## src/rtl/fetch_if.sv

```systemverilog
// fetch_if: PC control, instruction memory and decoder-side signals of the fetch unit.
interface fetch_if #(parameter int DATA_WIDTH = 8);
  logic [DATA_WIDTH-1:0] pc_addr, pc_in, mem_addr, mem_data, ir_opcode, ir_operand, jump_target;
  logic pc_enable, pc_inc, mem_req, mem_ack, ir_valid, ir_ready, jump_req, halt;
  modport master (
    input  pc_addr, mem_ack, mem_data, ir_ready, jump_req, jump_target, halt,
    output pc_enable, pc_inc, pc_in, mem_req, mem_addr, ir_valid, ir_opcode, ir_operand
  );
  modport slave (
    output pc_addr, mem_ack, mem_data, ir_ready, jump_req, jump_target, halt,
    input  pc_enable, pc_inc, pc_in, mem_req, mem_addr, ir_valid, ir_opcode, ir_operand
  );
endinterface

```

## src/rtl/fetch_unit.sv

```systemverilog
// fetch_unit: fetches one- or two-byte instructions at the PC, drives PC advance/jump
// loads, and presents the assembled instruction to the decoder over valid/ready.
module fetch_unit #(parameter int DATA_WIDTH = 8) (
  input logic clk,
  input logic reset,
  fetch_if.master f
);
  typedef enum logic [1:0] {S_OP, S_ARG, S_OUT} state_t;
  state_t state;
  logic jump_pend, req_pend, ack, jmp_now, redirect;
  logic [DATA_WIDTH-1:0] jump_tgt;
  // req_pend keeps an issued opcode request alive if halt rises before the ack
  assign f.mem_addr = f.pc_addr;
  assign f.mem_req = !reset && (state == S_ARG || (state == S_OP && (!f.halt || req_pend)));
  assign ack = f.mem_req && f.mem_ack;
  assign jmp_now = !reset && f.jump_req && !f.mem_req;
  assign redirect = ack && (jump_pend || f.jump_req);
  assign f.pc_enable = ack || jmp_now;
  assign f.pc_inc = ack && !redirect;
  assign f.pc_in = f.jump_req ? f.jump_target : jump_tgt;
  always_ff @(posedge clk) begin
    if (reset) begin
      state <= S_OP;
      f.ir_valid <= 1'b0;
      f.ir_opcode <= '0;
      f.ir_operand <= '0;
      jump_pend <= 1'b0;
      jump_tgt <= '0;
      req_pend <= 1'b0;
    end else begin
      req_pend <= f.mem_req && !f.mem_ack;
      if (jmp_now) begin
        state <= S_OP;
        f.ir_valid <= 1'b0;
      end else if (redirect) begin
        state <= S_OP;
        jump_pend <= 1'b0;
      end else if (f.mem_req && f.jump_req) begin
        jump_pend <= 1'b1;
        jump_tgt <= f.jump_target;
      end else if (ack && state == S_OP) begin
        f.ir_opcode <= f.mem_data;
        state <= f.mem_data[DATA_WIDTH-1] ? S_ARG : S_OUT;
        f.ir_valid <= !f.mem_data[DATA_WIDTH-1];
        if (!f.mem_data[DATA_WIDTH-1]) f.ir_operand <= '0;
      end else if (ack) begin
        f.ir_operand <= f.mem_data;
        f.ir_valid <= 1'b1;
        state <= S_OUT;
      end else if (state == S_OUT && f.ir_valid && f.ir_ready) begin
        f.ir_valid <= 1'b0;
        state <= S_OP;
      end
    end
  end
endmodule

```

## src/flat_wrapper.sv

```systemverilog
// flat-port wrapper written by rule: the top's interface ports become plain ports
module fetch_unit_flat 
#(parameter int DATA_WIDTH = 8)
  (clk, reset, f_pc_addr, f_mem_ack, f_mem_data, f_ir_ready, f_jump_req, f_jump_target, f_halt, f_pc_enable, f_pc_inc, f_pc_in, f_mem_req, f_mem_addr, f_ir_valid, f_ir_opcode, f_ir_operand);
  fetch_if #(.DATA_WIDTH(DATA_WIDTH)) f_i ();
  input logic clk;
  input logic reset;
  input wire logic [$bits(f_i.pc_addr)-1:0] f_pc_addr;
  input wire logic [$bits(f_i.mem_ack)-1:0] f_mem_ack;
  input wire logic [$bits(f_i.mem_data)-1:0] f_mem_data;
  input wire logic [$bits(f_i.ir_ready)-1:0] f_ir_ready;
  input wire logic [$bits(f_i.jump_req)-1:0] f_jump_req;
  input wire logic [$bits(f_i.jump_target)-1:0] f_jump_target;
  input wire logic [$bits(f_i.halt)-1:0] f_halt;
  output wire logic [$bits(f_i.pc_enable)-1:0] f_pc_enable;
  output wire logic [$bits(f_i.pc_inc)-1:0] f_pc_inc;
  output wire logic [$bits(f_i.pc_in)-1:0] f_pc_in;
  output wire logic [$bits(f_i.mem_req)-1:0] f_mem_req;
  output wire logic [$bits(f_i.mem_addr)-1:0] f_mem_addr;
  output wire logic [$bits(f_i.ir_valid)-1:0] f_ir_valid;
  output wire logic [$bits(f_i.ir_opcode)-1:0] f_ir_opcode;
  output wire logic [$bits(f_i.ir_operand)-1:0] f_ir_operand;
  assign f_i.pc_addr = f_pc_addr;
  assign f_i.mem_ack = f_mem_ack;
  assign f_i.mem_data = f_mem_data;
  assign f_i.ir_ready = f_ir_ready;
  assign f_i.jump_req = f_jump_req;
  assign f_i.jump_target = f_jump_target;
  assign f_i.halt = f_halt;
  assign f_pc_enable = f_i.pc_enable;
  assign f_pc_inc = f_i.pc_inc;
  assign f_pc_in = f_i.pc_in;
  assign f_mem_req = f_i.mem_req;
  assign f_mem_addr = f_i.mem_addr;
  assign f_ir_valid = f_i.ir_valid;
  assign f_ir_opcode = f_i.ir_opcode;
  assign f_ir_operand = f_i.ir_operand;
  fetch_unit #(.DATA_WIDTH(DATA_WIDTH)) u_core (.clk(clk), .reset(reset), .f(f_i));
endmodule
```

## config.mk

```make
export PLATFORM = sky130hd
export DESIGN_NAME = fetch_unit_flat
export DESIGN_NICKNAME = d
export VERILOG_FILES = /design/src/rtl/fetch_if.sv /design/src/rtl/fetch_unit.sv /design/src/flat_wrapper.sv
export SDC_FILE = /design/constraint.sdc
export NUM_CORES = 1
export LEC_CHECK = 0
export CAP_MARGIN = 30
export CORE_UTILIZATION = 42
export DETAILED_ROUTE_END_ITERATION = 7
export GPL_TIMING_DRIVEN = 0
export MAX_ROUTING_LAYER = met4
export PLACE_DENSITY = 0.8
export SLEW_MARGIN = 20
export SYNTH_ARGS = -nofsm -noshare
export SYNTH_HDL_FRONTEND = slang
export SYNTH_SLANG_ARGS = --single-unit
```

## constraint.sdc

```tcl
create_clock -name clk -period 2.45 [get_ports clk]
set_input_delay 0.49 -clock clk [delete_from_list [all_inputs] [get_ports clk]]
set_output_delay 0.49 -clock clk [all_outputs]
set_load 0.01 [all_outputs]
```

# Word level (Yosys, flattened, before mapping)
# Cells that the tools add are included.
op_classes:
  n_bitwise: 3
  eq_ne: 3
  mux: 13
  reduce_logical: 34
ops:
  columns: ["op", "count"]
  rows:
  - ["$mux W8", 4]
  - ["$logic_and A1 B1 Y1", 12]
  - ["$mux W2", 4]
  - ["$logic_not A1 Y1", 6]
  - ["$reduce_and A3 Y1", 2]
  - ["$mux W1", 5]
  - ["$reduce_and A5 Y1", 1]
  - ["$logic_or A1 B1 Y1", 4]
  - ["$reduce_and A2 Y1", 2]
  - ["$reduce_and A4 Y1", 1]
  - ["$reduce_bool A2 Y1", 2]
  - ["$not A1 Y1", 3]
  - ["$reduce_bool A3 Y1", 1]
  - ["$reduce_or A3 Y1", 1]
  - ["$eq A2 B1 Y1 const B", 1]
  - ["$eq A2 B2 Y1 const B", 1]
  - ["$logic_not A2 Y1", 1]
  - ["$ne A2 B2 Y1 const B", 1]
  - ["$reduce_or A2 Y1", 1]
totals:
  ff_bits: 29
  output_inout_bits: 36
  elab_cells: 60
  input_bits: 30

# Logic depth before layout (Yosys ltp)
# Gate-level depths: netlist (run 1).
logic_depth:
  ltp_word: 9
  depth_mapped: 5
  mapped_depth_nobuf: 3

# Worst setup path after synthesis (run 1)
# No wires, ideal clock.
synth_path:
  kind: "input-to-reg"
  from: "input f_jump_req"
  to: "register u_core.f.ir_operand[4]"
  arrival_time_ps: 1886
  setup_time_ps: 122
  path_stages: 5
  slack_ps: 441
  required_ps: 2328
  n_path_buf: 2
  path_cell_list: "clkbuf_1 > or4b_4 > or4_4 > buf_6 > mux2i_1"
synth_between:
  elab_chain_cells: 4
synth_rtl:
  columns: ["item", "line", "text"]
  rows:
  - ["from (decl)", "flat_wrapper.sv:12", "input wire logic [$bits(f_i.jump_req)-1:0] f_jump_req;"]
  - ["$logic_and A1 B1 Y1 / $logic_or A1 B1 Y1 (equally long branches)", "fetch_unit.sv:16, fetch_unit.sv:17", null]
  - ["$logic_and A1 B1 Y1 (on tied branches)", "fetch_unit.sv:16, fetch_unit.sv:17", null]
  - ["$not A1 Y1 (no source line)", null, null]
  - ["$reduce_and A5 Y1 (no source line) (*)", null, null]
  - ["to (signal assigned)", "fetch_unit.sv:47", "f.ir_operand <= f.mem_data;"]
  - ["to (decl)", "fetch_if.sv:7", "output pc_enable, pc_inc, pc_in, mem_req, mem_addr, ir_valid, ir_opcode, ir_operand"]
# Mark *: on every way between the ends. The rest lies on a longest branch, timed or not.
# A chain may end at the register's enable or synchronous reset.

# Worst setup path after layout (run 1)
layout_path:
  from: "input f_halt"
  to: "output f_pc_enable"
layout_between:
  elab_chain_cells: 8
layout_rtl:
  columns: ["item", "line", "text"]
  rows:
  - ["from (decl)", "flat_wrapper.sv:14", "input wire logic [$bits(f_i.halt)-1:0] f_halt;"]
  - ["$logic_not A1 Y1 (*)", "fetch_unit.sv:14", "assign f.mem_req = !reset && (state == S_ARG || (state == S_OP && (!f.halt || req_pend)));"]
  - ["$logic_or A1 B1 Y1 (*)", "fetch_unit.sv:14", null]
  - ["$logic_and A1 B1 Y1 (*)", "fetch_unit.sv:14", null]
  - ["$logic_or A1 B1 Y1 (*)", "fetch_unit.sv:14", null]
  - ["$logic_and A1 B1 Y1 (*)", "fetch_unit.sv:14", null]
  - ["$logic_not A1 Y1", "fetch_unit.sv:16", "assign jmp_now = !reset && f.jump_req && !f.mem_req;"]
  - ["$logic_and A1 B1 Y1", "fetch_unit.sv:16", null]
  - ["$logic_or A1 B1 Y1 (*)", "fetch_unit.sv:18", "assign f.pc_enable = ack || jmp_now;"]
  - ["to (decl)", "flat_wrapper.sv:15", "output wire logic [$bits(f_i.pc_enable)-1:0] f_pc_enable;"]
# Marks and branches as above.

==> results.ini, run 1 <==
[power]
p_sw_share_pct = 24.78
power.density_nw_per_um2 = 503.5
pwr-share-comb_pct = 20.0
seq_power_share_pct = 43.7
clkPwrFrac_pct = 36.4
p_int_uw = 855.7
leakagePower_nw = 0.8994
ir_drop_v = 0.0003449
netSwitchingPower_uw = 282.0

[clock_tree]
insertion_delay_ps = 330
path_clk_slew_ps = 100
cts_hold_buf = 0
cts_buffer_depth = 2
cts_sinks = 29
clockRootBuffer = clkbuf_4
cts_made_buffers = 5
cts_tree = built
htree_levels = 2

[sta]
final-setup-viol-count = 0
setup_ws_ps = 141.9
finalClockSkew_ps = 10.62
relSlewSlack_pct = 54.05
worst_hold_slack_ps = 461.7
maxSlewViolCount = 0
max_freq_mhz = 433.3
finalHoldViolations = 0
tightest_slew_ps = 687.4
fin_setup_tns_ps = 0
rsz0062_at_grt = no
post-route-period-util_pct = 94.21
min_period_ps = 2308

[placed_design]
gp_congestion = 0.8676
dpl.hpwl_um = 2686
numPortBuffers = 56
numPlacedInstances = 273
pre_cts_ws_ps = -762.7

[grt]
grt_pass1_wl_um = 5989
grt_max_degree = 14
grt.total_usage_pct = 22.04
grt_overflow = 0
grt_antenna_before_repair = 0
grt_pass1_vias = 1343

[flow_run]
maxCapViolCount = 0

[synthesis]
synth_cell_types = 40
synth_edf_count = 0
ys.flop_type = dfxtp_1
synthCells = 171
synth_seq_cells = 29
synthMostInstantiatedCell = dfxtp_1
syn_nets = 201
synth_top_area_share_pct = 38.57
yosys.area.top_type = dfxtp_1
syn_area_um2 = 1505
yosys_warnings = 0
netlist_top_cells_area = dfxtp_1 39%, mux2_2 6.0%, o21ai_0 5.0%, mux2i_1 4.7%, o311ai_0 4.1%
yosysSeqAreaShare_pct = 38.57
async_flop_share_pct = 0
synth_common_cells = 29 x dfxtp_1, 16 x nand2_1, 15 x o21ai_0, 12 x a21oi_1
synth.avg_cell_area_um2 = 8.802

[routing]
first_pass_iters = 4
drt_iter0_markers = 99
wl_per_cell_um = 13.22
route.vias.total = 1493
ant_nets = 0
drt-vias-per-instance = 5.294
postRouteWirelength_um = 3728
drt_drc_violations_left = 0

[critical_path]
path_max_fanout = 10
worstSetupStartpointType = input port
setup.worst_path.end_class = primary output
cp.required_ps = 1960
path_class = in2out
crit_arrival_ps = 1820

[floorplan]
fp.coreArea_um2 = 3390
die_h_um = 61.87
ios = 66
rows = 21
die_w_um = 61.87
dieArea_um2 = 3827
start_util_pct = 44.41

[min_path]
hold_class = reg2reg

[finish]
final_nets = 265
area_growth_syn_to_layout_pct = 50.12
antenna_cells = 0
layout-drive-gt1-share_pct = 19.49
instances_no_fill = 282
nFillCells = 287

[run_status]
status = complete, no violations

[area by class of cell]
type,instances,area (µm²),area share [%]
timing repair buffer,58,569.3,25.19
multi-input combinational,115,807.0,35.71
buffer,22,145.1,6.423
tap,46,57.56,2.547
sequential,29,580.6,25.69
clock inverter,1,30.03,1.329
clock buffer,7,55.05,2.436
inverter,4,15.01,0.6645
[path summary, 6_finish.rpt]
check                          from                     end  slack (ps)  cells after the start
max                          f_halt             f_pc_enable         140                      6
min          u_core.f.ir_operand[1]  u_core.f.ir_operand[1]         460                      2
max reg2reg         u_core.state[0]   u_core.f.ir_opcode[4]         430                      5
min reg2reg  u_core.f.ir_operand[1]  u_core.f.ir_operand[1]         460                      2
[cell usage in the layout (no fill, tap or decap), types with 2 or more instances in the layout]
cell             instances
mux2_2                   8
a21oi_1                 12
buf_4                   10
clkbuf_8                 2
a211oi_1                 2
o211ai_1                 2
or4b_2                   2
or4_1                    2
nand3_1                  9
buf_2                    2
clkbuf_2                 3
clkdlybuf4s50_1         51
dlymetal6s2s_1           2
nand2_1                 16
nor2_1                   2
dfxtp_1                 29
o21ai_0                 15
inv_1                    3
clkbuf_1                 6
nand2b_1                 2
mux2i_1                  7
nand4_1                  7
buf_6                    2
o311ai_0                 7
clkbuf_4                 6
buf_1                    2
nor4b_2                  2
[worst max-delay path: stages]
cell and delay, ps:
clkdlybuf4s50_1 500, nor3b_4 230, clkbuf_8 190, o21ai_0 70, a21oi_1 180, clkbuf_2 150
[what timing repair did]
item | in CTS | in global routing
endpoints found under the setup margin | 11 | 10
pin swaps | 1 | 1
hold endpoints to repair | 0 | 0
buffers inserted | 2 | 0
gates resized for setup | 17 | 8
[power groups by stage]
stage | Sequential [mW] | Clock [mW] | Combinational [mW]
final | 0.497 | 0.414 | 0.227
after CTS | 0.496 | 0.421 | 0.228
after global routing | 0.499 | 0.442 | 0.247
after detailed placement | 0.506 | 0 | 0.219
after global placement | 0.506 | 0 | 0.218
after floorplan | 0.509 | 0 | 0.105
[layer usage]
metal  share of wire [%]  global-route usage (%)  vias to the layer above  routed length, µm
met2                  45                   33.95                       66               1683
met5                   0                       -                        -                  0
met3                 6.8                   4.969                        2                254
met4                0.54                   8.889                        0                 20
li1                    -                       -                      755                  -
met1                  47                   27.90                      670               1769
[sequential cells by signal (all words and copies together) (netlist names)]
| register | count |
|---|---|
| u_core.f.ir_opcode | 8 |
| u_core.state | 2 |
| u_core.req_pend | 1 |
| u_core.jump_pend | 1 |
| u_core.f.ir_valid | 1 |
| u_core.jump_tgt | 8 |
| u_core.f.ir_operand | 8 |
[metrics by stage]
stage	area [µm²]	util (%)	power, mW
after CTS	2255	66.52	1.146
after global placement	2123	62.64	0.7243
after detailed placement	2123	62.64	0.7255
after floorplan	1505	-	0.6139
final	2260	66.67	1.138
after global routing	2260	66.67	1.188
[cells by family after synthesis]
kind of cell	Yosys count	share of synthesized area, %
flops	29	38.57
compound gates	44	18.37
mux	15	10.64
buf+inv	27	9.809
simple gates	56	22.61
Note: power is estimated with default switching activity, not from simulation.
==> run 2: changes to the inputs <==
--- a/config.mk
+++ b/config.mk
@@ -6,6 +6,7 @@
 export NUM_CORES = 1
 export LEC_CHECK = 0
 export CAP_MARGIN = 30
+export CORE_MARGIN = 2
 export CORE_UTILIZATION = 42
 export DETAILED_ROUTE_END_ITERATION = 7
 export GPL_TIMING_DRIVEN = 0
==> results.ini, run 2 (synthesis gave the netlist of run 1 again) <==
[sta]
final-setup-viol-count = 0
finalHoldViolations = 0
tightest_slew_ps = 744.3
worst_hold_slack_ps = 463.7
finalClockSkew_ps = 9.027
relSlewSlack_pct = 50.25
rsz0062_at_grt = no
post-route-period-util_pct = 97.51
maxSlewViolCount = 0
max_freq_mhz = 418.6
min_period_ps = 2389

[finish]
final_nets = 265
layout_commonest_cell = clkdlybuf4s50_1
layout-drive-gt1-share_pct = 19.07
largestRegisters = u_core.f.ir_opcode: 8 flops, u_core.f.ir_operand: 8 flops, u_core.jump_tgt: 8 flops
layout_common_cells = 51 x clkdlybuf4s50_1, 29 x dfxtp_1, 16 x nand2_1, 15 x o21ai_0, 12 x a21oi_1
antenna_cells = 0
area_growth_syn_to_layout_pct = 50.04
instances_no_fill = 282

[placed_design]
dpl.hpwl_um = 2811
gp_congestion = 0.9165
numPortBuffers = 56
numPlacedInstances = 273

[critical_path]
path_class = in2out
worstSetupStartpointType = input port
cp.required_ps = 1960
crit_arrival_ps = 1900
setup.worst_path.end_class = primary output
path_max_fanout = 10

[routing]
route.vias.total = 1541
wl_per_cell_um = 13.81
first_pass_iters = 4
drt_drc_violations_left = 0
ant_nets = 0
drt-vias-per-instance = 5.465
postRouteWirelength_um = 3895
drt_iter0_markers = 90

[flow_run]
maxCapViolCount = 0

[grt]
grt_overflow = 0
grt_pass1_wl_um = 6665
grt_max_degree = 14
grt_antenna_before_repair = 0
grt.total_usage_pct = 21.35
grt_pass1_vias = 1440

[clock_tree]
htree_levels = 2
cts_hold_buf = 0
clockRootBuffer = clkbuf_4
path_clk_slew_ps = 100
cts_sinks = 29
cts_buffer_depth = 2
cts_made_buffers = 5
insertion_delay_ps = 350
cts_tree = built

[floorplan]
start_util_pct = 44.41
rows = 21
ios = 66
die_w_um = 63.87
dieArea_um2 = 4079
die_h_um = 63.87
fp.coreArea_um2 = 3390

[power]
ir_drop_v = 0.0003476
leakagePower_nw = 0.8968
power.density_nw_per_um2 = 507.6

[run_status]
status = complete, no violations

[min_path]
hold_class = reg2reg

run 2: cell count changes in the layout (fill, tap and decap cells not counted), sizes merged:
cell	change
buf	+2
clkbuf	-2
run 2: worst paths after layout:
kind	slack, ps	end	depth (start not counted)	startpoint
worst min-delay path	460	u_core.f.ir_operand[0]	2	u_core.f.ir_operand[0]
worst max register to register	470	u_core.f.ir_opcode[4]	5	u_core.state[0]
worst min register to register	460	u_core.f.ir_operand[0]	2	u_core.f.ir_operand[0]
worst max-delay path	60	f_pc_in[5]	4	f_jump_req
run 2: critical path: stages:
cell             delay [ps]
buf_1                   270
clkbuf_4                300
mux2_2                  360
clkdlybuf4s50_1         480
run 2: metrics by stage:
stage	setup TNS (ps)	util, %	power (mW)	setup WS [ps]	cell area (µm²)
global placement	-3558	62.64	0.7245	-824.9	2123
finish	0	66.63	1.146	60.89	2258
floorplan	0	-	0.6139	441.1	1505
CTS	0	66.56	1.152	2.888	2256
detailed placement	-3677	62.64	0.7268	-828.4	2123
global route	0	66.63	1.195	8.204	2258
run 2: layout make-up:
| type | instances | area, µm² |
|---|---|---|
| clock inverters | 1 | 30.03 |
| clock buffers | 7 | 55.05 |
| well taps | 46 | 57.56 |
| multi-input cells | 115 | 807.0 |
| inverters | 4 | 15.01 |
| plain buffers | 22 | 143.9 |
| repair buffers | 58 | 569.3 |
| fillers | 275 | 1131 |
| flip-flops and latches | 29 | 580.6 |
run 2: metal layers:
layer  global-route usage, %  part of all wire (%)  wire length (µm)
met5                       -                     0                 0
met3                   5.634                   6.8               264
met1                   26.59                    47              1842
met4                   11.14                   2.8               108
met2                   31.64                    43              1678
run 2: power breakdown:
group / switching (mW) / total, mW / internal [mW]
Clock: 0.178 / 0.421 / 0.243
Combinational: 0.103 / 0.229 / 0.126
Sequential: 0.0106 / 0.497 / 0.486
run 2: timing repair:
item                                    4_1_cts  5_1_grt
resized for setup                            18        7
endpoints found under the setup margin       11       10
setup buffers                                 2        0
pin swaps                                     1        2
==> run 3: changes to the inputs <==
==> constraint.sdc (replaced) <==
create_clock -name clk -period 2.45 [get_ports clk]
set_input_delay 0.3675 -clock clk [delete_from_list [all_inputs] [get_ports clk]]
set_output_delay 0.3675 -clock clk [all_outputs]
set_load 0.01 [all_outputs]
==> results.ini, run 3 (synthesis gave the netlist of run 1 again) <==
[run_status]
status = complete, no violations

[finish]
antenna_cells = 0
area_growth_syn_to_layout_pct = 48.63
layout-drive-gt1-share_pct = 17.02
largestRegisters = u_core.f.ir_opcode: 8 flops, u_core.f.ir_operand: 8 flops, u_core.jump_tgt: 8 flops
final_nets = 264
layout_commonest_cell = clkdlybuf4s50_1
layout_common_cells = 54 x clkdlybuf4s50_1, 29 x dfxtp_1, 16 x nand2_1, 15 x o21ai_0, 12 x a21oi_1

[clock_tree]
cts_made_buffers = 5
cts_buffer_depth = 2
cts_tree = built
htree_levels = 2
path_clk_slew_ps = 100
clockRootBuffer = clkbuf_4
cts_sinks = 29
insertion_delay_ps = 350

[sta]
min_period_ps = 2380
max_freq_mhz = 420.1
finalHoldViolations = 0
maxSlewViolCount = 0
post-route-period-util_pct = 97.15
rsz0062_at_grt = no
tightest_slew_ps = 735.7
relSlewSlack_pct = 50.83
finalClockSkew_ps = 9.730
final-setup-viol-count = 0
fin_setup_tns_ps = 0
setup_ws_ps = 69.76

[power]
leakagePower_nw = 0.8678
ir_drop_v = 0.0003468
seq_power_share_pct = 43.4
power.density_nw_per_um2 = 510.6
pwr-share-comb_pct = 19.8
clkPwrFrac_pct = 36.8
netSwitchingPower_uw = 288.5
p_int_uw = 853.9
p_sw_share_pct = 25.25

[routing]
wl_per_cell_um = 13.83
drt_drc_violations_left = 0
first_pass_iters = 4
route.vias.total = 1519
drt-vias-per-instance = 5.406
ant_nets = 0
drt_iter0_markers = 102
postRouteWirelength_um = 3887

[grt]
grt_pass1_vias = 1443
grt_max_degree = 14
grt_antenna_before_repair = 0
grt_pass1_wl_um = 6658
grt_overflow = 0
grt.total_usage_pct = 21.26

[placed_design]
gp_congestion = 0.9165
pre_cts_ws_ps = -583.4
numPortBuffers = 56
dpl.hpwl_um = 2811

[floorplan]
start_util_pct = 44.41
ios = 66
fp.coreArea_um2 = 3390
die_w_um = 63.87
die_h_um = 63.87
rows = 21
dieArea_um2 = 4079

[critical_path]
path_class = in2out
rr_worst_depth = 5
path_max_fanout = 10
worstSetupStartpointType = input port
reg2reg_from = u_core.state[0]
crit_arrival_ps = 2010
cp.required_ps = 2080
startpoint = reset
setup.worst_path.end_class = primary output

[min_path]
hold_depth = 2
worstHoldStart = u_core.f.ir_operand[0]
hold_class = reg2reg

[flow_run]
maxCapViolCount = 0

## run 3: worst max-delay path, stage by stage
cell and delay [ps]:
clkdlybuf4s50_1 510, buf_6 160, clkbuf_1 390, nor3_2 90, clkdlybuf4s50_1 500
## run 3: cell type report
type / count / area (µm²)
flip-flops and latches: 29 / 580.6
plain buffers: 22 / 132.6
clock inverters: 1 / 30.03
clock buffers: 7 / 55.05
repair buffers: 57 / 565.5
multi-input cells: 115 / 800.8
well taps: 46 / 57.56
fillers: 280 / 1152
inverters: 4 / 15.01
## run 3: worst paths after layout
path	endpoint	slack, ps
setup reg to reg	u_core.f.ir_opcode[4]	470
hold / removal	u_core.f.ir_operand[0]	460
setup / recovery	f_mem_req	70
hold reg to reg	u_core.f.ir_operand[0]	460
## run 3: power by group through the flow
stage | combinational (mW) | sequential, mW | clock, mW
floorplan | 0.105 | 0.509 | 0
finish | 0.226 | 0.496 | 0.420
global route | 0.246 | 0.498 | 0.448
global placement | 0.218 | 0.506 | 0
CTS | 0.226 | 0.496 | 0.426
detailed placement | 0.221 | 0.506 | 0
## run 3: routing by layer
layer	GRT usage [%]	share of wire, %	up-vias
li1	-	-	757
met3	5.634	8.2	10
met1	26.42	46	683
met2	31.51	43	69
met5	-	0	-
met4	11.14	2.8	0
## run 3: per-stage QoR
step | hold WS (ps) | utilization, % | total power, mW | std cells | cell area [µm²]
after CTS | 469.2 | 65.85 | 1.148 | 281 | 2232
after floorplan | 451.4 | - | 0.6139 | 171 | 1505
after detailed placement | 455.5 | 62.64 | 0.7268 | 273 | 2123
after global routing | 488.8 | 66.00 | 1.192 | 281 | 2237
after global placement | 446.3 | 62.64 | 0.7245 | 273 | 2123
final | 463.5 | 66.00 | 1.142 | 281 | 2237
## run 3: timing repair
item / in CTS / in global routing
hold buffers: 0 / 0
endpoints found under the setup margin: 3 / 1
pin swaps: 0 / 0
buffers inserted: 1 / 0
resized for setup: 8 / 1
